[config.mk]
export PLATFORM = sky130hd
export DESIGN_NAME = intf_rr_arbiter_flat
export DESIGN_NICKNAME = d
export VERILOG_FILES = /design/src/rtl/intf_rr_arbiter_if.sv /design/src/rtl/intf_rr_arbiter.sv /design/src/flat_wrapper.sv
export SDC_FILE = /design/constraint.sdc
export NUM_CORES = 1
export LEC_CHECK = 0
export CORE_UTILIZATION = 49
export CTS_CLUSTER_DIAMETER = 60
export DETAILED_ROUTE_END_ITERATION = 8
export GPL_ROUTABILITY_DRIVEN = 0
export GPL_TIMING_DRIVEN = 0
export PLACE_DENSITY = 0.76
export SKIP_CTS_REPAIR_TIMING = 1
export SKIP_LAST_GASP = 1
export SYNTH_ARGS = -nofsm -noshare
export SYNTH_HDL_FRONTEND = slang
export SYNTH_SLANG_ARGS = --single-unit
[constraint.sdc]
create_clock -name clk -period 1.6 [get_ports clk]
set_input_delay 0.24 -clock clk [delete_from_list [all_inputs] [get_ports clk]]
set_output_delay 0.24 -clock clk [all_outputs]
set_load 0.01 [all_outputs]
[src/rtl/intf_rr_arbiter_if.sv]
`default_nettype none
// ============================================================================
//  Module      : intf_rr_arbiter_if
//  Description : Bundle of request, grant and shared-slot signals between N
//                requesters and the round-robin arbiter that owns the slot.
//  Revision    : 1.0 - initial release
// ============================================================================
interface intf_rr_arbiter_if #(
    parameter int N    = 2,
    parameter int IDXW = (N > 1) ? $clog2(N) : 1
);
    logic [N-1:0]    req;
    logic [N-1:0]    value;
    logic [N-1:0]    gnt;
    logic            gnt_valid;
    logic [IDXW-1:0] gnt_idx;
    logic            bus_value;
    logic            preempt;

    // Requester side: raises requests and data, observes grant
    modport master (
        output req, value,
        input  gnt, gnt_valid, gnt_idx, bus_value, preempt
    );

    // Arbiter side: samples requests, drives grant and the shared slot
    modport slave (
        input  req, value,
        output gnt, gnt_valid, gnt_idx, bus_value, preempt
    );
endinterface
`default_nettype wire

[src/rtl/intf_rr_arbiter.sv]
`default_nettype none
// ============================================================================
//  Module      : intf_rr_arbiter
//  Description : Round-robin arbiter sharing one single-bit slot among N
//                requesters, with a bounded hold time that hands the slot to
//                a waiting requester once the owner has held it MAX_HOLD
//                consecutive cycles.
//  Revision    : 1.0 - initial release
// ============================================================================
module intf_rr_arbiter #(
    parameter int N        = 2,
    parameter int MAX_HOLD = 8,
    parameter int IDXW     = (N > 1) ? $clog2(N) : 1,
    parameter int HOLDW    = $clog2(MAX_HOLD + 1)
) (
    input  logic                clk,
    input  logic                rst_n,
    intf_rr_arbiter_if.slave    bus
);

    typedef enum logic [0:0] {
        ST_IDLE = 1'b0,
        ST_BUSY = 1'b1
    } state_t;

    localparam logic [IDXW:0]    c_N_EXT    = (IDXW + 1)'(N);
    localparam logic [IDXW-1:0]  c_LAST_IDX = IDXW'(N - 1);
    localparam logic [HOLDW-1:0] c_MAX_HOLD = HOLDW'(MAX_HOLD);

    state_t           r_state;
    logic [N-1:0]     r_gnt;
    logic             r_gnt_valid;
    logic [IDXW-1:0]  r_gnt_idx;
    logic             r_preempt;
    logic [HOLDW-1:0] r_hold_cnt;
    logic [IDXW-1:0]  r_ptr;

    logic [N-1:0]     w_cand;
    logic [2*N-1:0]   w_shift;
    logic [IDXW-1:0]  w_off;
    logic [IDXW:0]    w_sum;
    logic             w_found;
    logic [IDXW-1:0]  w_win;
    logic [IDXW-1:0]  w_ptr_next;
    logic             w_owner_req;

    // Current owner is excluded from the search so a handover always picks
    // someone else; the doubled vector rotated by ptr turns the circular
    // scan into a plain lowest-set-bit search.
    always_comb begin
        w_cand  = bus.req & ~r_gnt;
        w_shift = {w_cand, w_cand} >> r_ptr;
        w_found = 1'b0;
        w_off   = '0;
        for (int i = N - 1; i >= 0; i--) begin
            if (w_shift[i]) begin
                w_found = 1'b1;
                w_off   = IDXW'(i);
            end
        end
        w_sum = {1'b0, r_ptr} + {1'b0, w_off};
        if (w_sum >= c_N_EXT) begin
            w_sum = w_sum - c_N_EXT;
        end
        w_win      = w_sum[IDXW-1:0];
        w_ptr_next = (w_win == c_LAST_IDX) ? '0 : w_win + IDXW'(1);
    end

    // Owner still wants the slot (only meaningful while busy)
    assign w_owner_req = |(bus.req & r_gnt);

    // Arbitration state machine with registered grant outputs
    always_ff @(posedge clk or negedge rst_n) begin
        if (!rst_n) begin
            r_state     <= ST_IDLE;
            r_gnt       <= '0;
            r_gnt_valid <= 1'b0;
            r_gnt_idx   <= '0;
            r_preempt   <= 1'b0;
            r_hold_cnt  <= '0;
            r_ptr       <= '0;
        end else begin
            r_preempt <= 1'b0;
            case (r_state)
                ST_IDLE: begin
                    if (w_found) begin
                        r_state     <= ST_BUSY;
                        r_gnt       <= N'(1) << w_win;
                        r_gnt_valid <= 1'b1;
                        r_gnt_idx   <= w_win;
                        r_hold_cnt  <= HOLDW'(1);
                        r_ptr       <= w_ptr_next;
                    end
                end
                ST_BUSY: begin
                    if (!w_owner_req) begin
                        // Release: hand over without a bubble, or go idle
                        if (w_found) begin
                            r_gnt      <= N'(1) << w_win;
                            r_gnt_idx  <= w_win;
                            r_hold_cnt <= HOLDW'(1);
                            r_ptr      <= w_ptr_next;
                        end else begin
                            r_state     <= ST_IDLE;
                            r_gnt       <= '0;
                            r_gnt_valid <= 1'b0;
                            r_gnt_idx   <= '0;
                            r_hold_cnt  <= '0;
                        end
                    end else if (r_hold_cnt < c_MAX_HOLD) begin
                        r_hold_cnt <= r_hold_cnt + HOLDW'(1);
                    end else if (w_found) begin
                        // Hold time exhausted and someone else is waiting
                        r_gnt      <= N'(1) << w_win;
                        r_gnt_idx  <= w_win;
                        r_hold_cnt <= HOLDW'(1);
                        r_ptr      <= w_ptr_next;
                        r_preempt  <= 1'b1;
                    end
                end
                default: begin
                    r_state     <= ST_IDLE;
                    r_gnt       <= '0;
                    r_gnt_valid <= 1'b0;
                    r_gnt_idx   <= '0;
                    r_hold_cnt  <= '0;
                end
            endcase
        end
    end

    assign bus.gnt       = r_gnt;
    assign bus.gnt_valid = r_gnt_valid;
    assign bus.gnt_idx   = r_gnt_idx;
    assign bus.preempt   = r_preempt;
    // Shared slot follows the owner's live data bit
    assign bus.bus_value = r_gnt_valid ? bus.value[r_gnt_idx] : 1'b0;

endmodule
`default_nettype wire

[src/flat_wrapper.sv]
// flat-port wrapper written by rule: the top's interface ports become plain ports
module intf_rr_arbiter_flat 
#(
    parameter int N        = 2,
    parameter int MAX_HOLD = 8,
    parameter int IDXW     = (N > 1) ? $clog2(N) : 1,
    parameter int HOLDW    = $clog2(MAX_HOLD + 1)
)
  (clk, rst_n, bus_req, bus_value, bus_gnt, bus_gnt_valid, bus_gnt_idx, bus_bus_value, bus_preempt);
  intf_rr_arbiter_if #(.N(N), .IDXW(IDXW)) bus_i ();
  input  logic clk;
  input  logic rst_n;
  input wire logic [$bits(bus_i.req)-1:0] bus_req;
  input wire logic [$bits(bus_i.value)-1:0] bus_value;
  output wire logic [$bits(bus_i.gnt)-1:0] bus_gnt;
  output wire logic [$bits(bus_i.gnt_valid)-1:0] bus_gnt_valid;
  output wire logic [$bits(bus_i.gnt_idx)-1:0] bus_gnt_idx;
  output wire logic [$bits(bus_i.bus_value)-1:0] bus_bus_value;
  output wire logic [$bits(bus_i.preempt)-1:0] bus_preempt;
  assign bus_i.req = bus_req;
  assign bus_i.value = bus_value;
  assign bus_gnt = bus_i.gnt;
  assign bus_gnt_valid = bus_i.gnt_valid;
  assign bus_gnt_idx = bus_i.gnt_idx;
  assign bus_bus_value = bus_i.bus_value;
  assign bus_preempt = bus_i.preempt;
  intf_rr_arbiter #(.N(N), .MAX_HOLD(MAX_HOLD), .IDXW(IDXW), .HOLDW(HOLDW)) u_core (.clk(clk), .rst_n(rst_n), .bus(bus_i));
endmodule
# Word level (Yosys, flattened, before mapping)
# Cells that the tools add are included.
dict set report totals {
  inputBits 6
  output_inout_bits 6
  elab_cells 63
  ff_bits 11
}
dict set report classes {
  n_eq_ne 4
  n_mux 37
  n_shift 2
  n_addsub 4
  n_bitwise 4
  n_reduce_logical 2
  magnitude_cmp 3
}
# op count
set op_table {}
lappend op_table {{$mux W1} 24}
lappend op_table {{$mux W4} 3}
lappend op_table {{$mux W2} 4}
lappend op_table {{$pmux W1 S2} 4}
lappend op_table {{$pmux W4 S2} 1}
lappend op_table {{$add A4 B1 Y4 const B} 1}
lappend op_table {{$and A2 B2 Y2} 2}
lappend op_table {{$lt A4 B4 Y1 const B} 1}
lappend op_table {{$ne A2 B2 Y1 const B} 2}
lappend op_table {{$pmux W2 S2} 1}
lappend op_table {{$shr A4 B1 Y2} 1}
lappend op_table {{$ne A3 B3 Y1 const B} 1}
lappend op_table {{$reduce_and A3 Y1} 1}
lappend op_table {{$add A1 B1 Y2} 1}
lappend op_table {{$ge A2 B2 Y1 const B} 1}
lappend op_table {{$lt A1 B2 Y1 const B} 1}
lappend op_table {{$ne A2 B1 Y1 const B} 1}
lappend op_table {{$not A2 Y2} 1}
lappend op_table {{$reduce_or A2 Y1} 1}
lappend op_table {{$shl A1 B1 Y2 const A} 1}
lappend op_table {{$add A1 B1 Y1 const B} 1}
lappend op_table {{$not A1 Y1} 1}
lappend op_table {{$sub A1 B1 Y1 const B} 1}

# Depth between registers and ports, before layout
dict set report depth {
  ltp_word 14
  depth_mapped 4
  mapped_depth_nobuf 4
}

# Least setup slack after synthesis
# Ideal clock, no wire load.
dict set report synth_path {
  path_kind {register -> register}
  from {reg u_core.r_gnt[0], in the netlist u_core.bus.gnt[0]}
  to {reg u_core.r_gnt[0], in the netlist u_core.bus.gnt[0]}
  synth_period_minus_slack_ns 1.253
  setup_slack_ns 0.347
  path_buffers 0
  path_stages_with_launch 4
  arrival_ns 1.142
  setup_time_ns 0.111
  required_ns 1.489
  cell_sequence {dfrtp_1 -> and2b_2 -> a21boi_1 -> a222oi_1}
}
dict set report synth_via {
  elab_chain_cells 13
  word_cells_on_any_way 19
  classes_between {2 x add/sub; 1 x order compare; 1 x eq/ne; 2 x shift; 9 x mux; 3 x bitwise; 1 x reduce/logical}
}
# element line_no
set synth_rtl {}
lappend synth_rtl {{start: declaration} intf_rr_arbiter.sv:31} ;# logic [N-1:0] r_gnt;
lappend synth_rtl {{start signal: assignment} intf_rr_arbiter.sv:88} ;# r_gnt <= N'(1) << w_win;
lappend synth_rtl {{start signal: assignment} intf_rr_arbiter.sv:99} ;# r_gnt <= N'(1) << w_win;
lappend synth_rtl {{start signal: assignment} intf_rr_arbiter.sv:114} ;# r_gnt <= N'(1) << w_win;
lappend synth_rtl {{$not A2 Y2} intf_rr_arbiter.sv:51} ;# w_cand = bus.req & ~r_gnt;
lappend synth_rtl {{$and A2 B2 Y2} intf_rr_arbiter.sv:51}
lappend synth_rtl {{$shr A4 B1 Y2} intf_rr_arbiter.sv:52} ;# w_shift = {w_cand, w_cand} >> r_ptr;
lappend synth_rtl {{$mux W1 (2 in series)} intf_rr_arbiter.sv:56} ;# if (w_shift[i]) begin
lappend synth_rtl {{$add A1 B1 Y2} intf_rr_arbiter.sv:61} ;# w_sum = {1'b0, r_ptr} + {1'b0, w_off};
lappend synth_rtl {{$ge A2 B2 Y1 or $sub A1 B1 Y1 (tied branches)} {intf_rr_arbiter.sv:62, intf_rr_arbiter.sv:63}}
lappend synth_rtl {{$mux W1} intf_rr_arbiter.sv:62} ;# if (w_sum >= c_N_EXT) begin
lappend synth_rtl {{$shl A1 B1 Y2} {intf_rr_arbiter.sv:88, intf_rr_arbiter.sv:99, intf_rr_arbiter.sv:114}}
lappend synth_rtl {{$mux W2} {intf_rr_arbiter.sv:86, intf_rr_arbiter.sv:112}}
lappend synth_rtl {{$mux W2} intf_rr_arbiter.sv:110} ;# end else if (r_hold_cnt < c_MAX_HOLD) begin
lappend synth_rtl {{$mux W2} intf_rr_arbiter.sv:96} ;# if (!w_owner_req) begin
lappend synth_rtl {{$pmux W2 S2} intf_rr_arbiter.sv:84} ;# case (r_state)
# Parallel ways exist; a longest one is shown, timed or not. The select of a mux whose other input is x is not followed.
# A chain may end at the register's enable or synchronous reset.

# Final worst setup path
dict set report layout_path {
  from {reg u_core.r_gnt[0], in the netlist u_core.bus.gnt[0]}
  to {out bus_gnt[0]}
}
# element line_no
set layout_lines {}
lappend layout_lines {{end: declaration} flat_wrapper.sv:15} ;# output wire logic [$bits(bus_i.gnt)-1:0] bus_gnt;
# No word-level cell between the ends.

==> impl_results.md <==
- Crit path max-delay family: buffers and inverters
- Leakage power: approximately 0.35 nW
- Gate Count Post-Synth: between 50 and 60
- Clk Latency, worst-skew pair: approximately 0.27 ns
- Layout Utilization: 68.07%
- Hold WC Path Type: primary input to async pin
- DR WL/cell: 13.76 um
- Starting Density: 55.19%
- FMAX: around 660 MHz
- Number of buffers created by CTS: 3
- Count leader, synth: dfrtp_1
- Slew headroom: 66.63%
- Global-route wire length before repair: slightly above 2000 um
- Post-synth EDFFs: 0
- Syn-to-layout area delta: 23.33%
- Vias in the first global route: approximately 450
- Register bit total from synthesis: 11
- Synth top area share: a little over two fifths
- RSZ-0062 raised after global routing: no
- Synth Cell Area: roughly 640 um^2
- Synth cell types: 34
- Initial DRT Pass Iterations: 4
- Final Cycle Share: between 90% and 100%
- Worst hold slack: between 0.2 and 0.3 ns
- DP Area: ~760 um^2
- Syn Nets: 65
- Final slew viol count: 0
- Max IR drop VDD: around 1100 uV
- CP max stage cell: clkdlybuf4s50_1
- Pin slew with the least headroom to its limit: 0.4990 ns
- Setup crit end kind: output port
- Pin count of the biggest net entering global routing: 12
- CTS clk-pin slew, worst paths: 0.08 ns
- Multi-input gate area: about 350 um^2
- YS warnings: 0
- Vias: between 500 and 600
- Synth Flop Type: dfrtp_1
- Post-route cell area: approximately 790 um^2
- CP arrival: ~1.3 ns
- Fillers: 90
- Final Hold Viols: 0
- Share of cells above drive strength 1: 18.06%
- Startpoint Class: register
- Post-DRT Antenna Nets: 0
- CP max stage delay: ~0.56 ns
- Row count: 12
- CP bufs+invs: 1
- Die width: around 38 um
- Layout Nets: 80
- Max Clock Skew: slightly below 0.006 ns
- Clock buffer depth: 2
- Endpoints failing setup: 0
- Cell taking the most area after synthesis: dfrtp_1
- Power Dens Cells: roughly 1700 nW/um^2
- I/O pins: 12
- WL final: 1183 um
- MaxCap Viol Count: 0
- Grt total ovfl: 0
- CTS Root Cell: clkbuf_4
- Final Critical Period: about 1.5 ns
- H-tree levels: 1
- Worst-path fanout max: 7
- Synth cell count leaders: 11 x dfrtp_1, 5 x a21oi_1, 5 x o21ai_0, 3 x inv_1, 3 x nor3_1
- Ys async rst share: 100.0%
- Crit-path cells: clkdlybuf4s50_1
- Post-DP HPWL: 869.6 um
- Critical path class: register to output port
- Largest cells by area after synthesis: dfrtp_1 43%, a2111oi_4 4.3%, a21oi_1 3.9%
- Register area: 277.8 um^2
- Port buffer count: 10
- Register area share after synthesis: a little over two fifths
- Tot GR Track Use: between 20% and 30%
- Die H: 38.09 um
- Critical Path RT: 1.36 ns
- Diodes inserted: 0
- Sinks on Clock Net: 11
- Vias per inst: ~6
- Initial drt markers: 18
- Total die area: about 1500 um^2
- DRC Markers: 0
- Initial antenna violation count: 0
- CTS tree: built
- Outcome: finished clean
- Synth Area per Inst: between 10 and 15 um^2
- Core footprint: roughly 1200 um^2
[sequential cells by signal, summed over array words and instances, names as in the netlist]
register              flops
u_core.r_hold_cnt         4
u_core.bus.gnt            2
u_core.bus.gnt_idx        1
u_core.bus.gnt_valid      1
u_core.bus.preempt        1
u_core.r_state            1
u_core.r_ptr              1
[layout by cell type (no fill, tap or decap), types with 2 or more instances in the layout]
master	count
a21boi_1	2
a21oi_1	5
clkdlybuf4s50_1	9
clkbuf_4	3
dfrtp_2	2
o21ai_0	5
dfrtp_1	9
nor3_1	3
nor2_1	2
inv_1	3
[cell families after synthesis]
kind of cell             synth area share, %
AO/OA/AOI/OAI                          31.96
XOR/XNOR                               1.373
adder cells (fa/ha/maj)                1.960
buffers and inverters                  2.548
flip-flops                             43.14
multiplexers                           1.569
AND/OR/NAND/NOR                        17.45
[routing by layer]
layer / GRT usage (%) / part of all wire [%] / up-vias
met4: 10.71 / 1.9 / 0
li1: - / - / 254
met3: 3.488 / 6.3 / 4
met5: 0 / 0 / -
met2: 30.51 / 43 / 18
met1: 28.25 / 49 / 238
[through the flow]
| stage | setup slack [ns] | setup TNS [ns] | power, W | instances |
|---|---|---|---|---|
| floorplan | 0.3469 | 0 | 0.0009393 | 58 |
| global placement | -0.1218 | -0.5799 | 0.001152 | 82 |
| detailed placement | -0.1252 | -0.6195 | 0.001166 | 82 |
| CTS | -0.08614 | -0.09302 | 0.001362 | 86 |
| global route | 0.04612 | 0 | 0.001462 | 86 |
| finish | 0.07983 | 0 | 0.001357 | 86 |
[path summary, 6_finish.rpt]
| check | startpoint | depth (start not counted) | slack (ns) | endpoint |
|---|---|---|---|---|
| max | u_core.bus.gnt[0]$_DFFE_PN0P_ | 1 | 0.08 | bus_gnt[0] |
| min | rst_n | 1 | 0.30 | u_core.bus.gnt[1]$_DFFE_PN0P_ |
| min in group clk | bus_req[1] | 3 | 0.38 | u_core.bus.gnt_idx$_DFFE_PN0P_ |
| max in group asynchronous | rst_n | 1 | 0.94 | u_core.bus.gnt[0]$_DFFE_PN0P_ |
| max reg2reg | u_core.r_state$_DFF_PN0_ | 3 | 0.25 | u_core.r_hold_cnt[3]$_DFF_PN0_ |
| min reg2reg | u_core.r_hold_cnt[2]$_DFF_PN0_ | 1 | 0.54 | u_core.r_hold_cnt[2]$_DFF_PN0_ |
[power breakdown]
group / internal (W) / switching [W] / leakage (nW)
clock network: 0.0000965 / 0.0000980 / 0.0150
registers: 0.000382 / 0.000137 / 0.135
logic: 0.000328 / 0.000315 / 0.198
total: 0.000806 / 0.000550 / 0.348
[area by class of cell]
cell class	count	share of cell area, %
flip-flops and latches	11	35.29
clock buffers	4	3.339
plain buffers	1	0.6359
inverters	3	1.431
multi-input cells	43	44.04
well taps	14	2.226
repair buffers	10	13.04
[worst register-to-register path, cell delays in order, from the launching register on]
cell     delay (ns)
dfrtp_1        0.47
inv_1          0.16
or3_1          0.34
a32o_1         0.27
(Power assumes the default switching activity.)
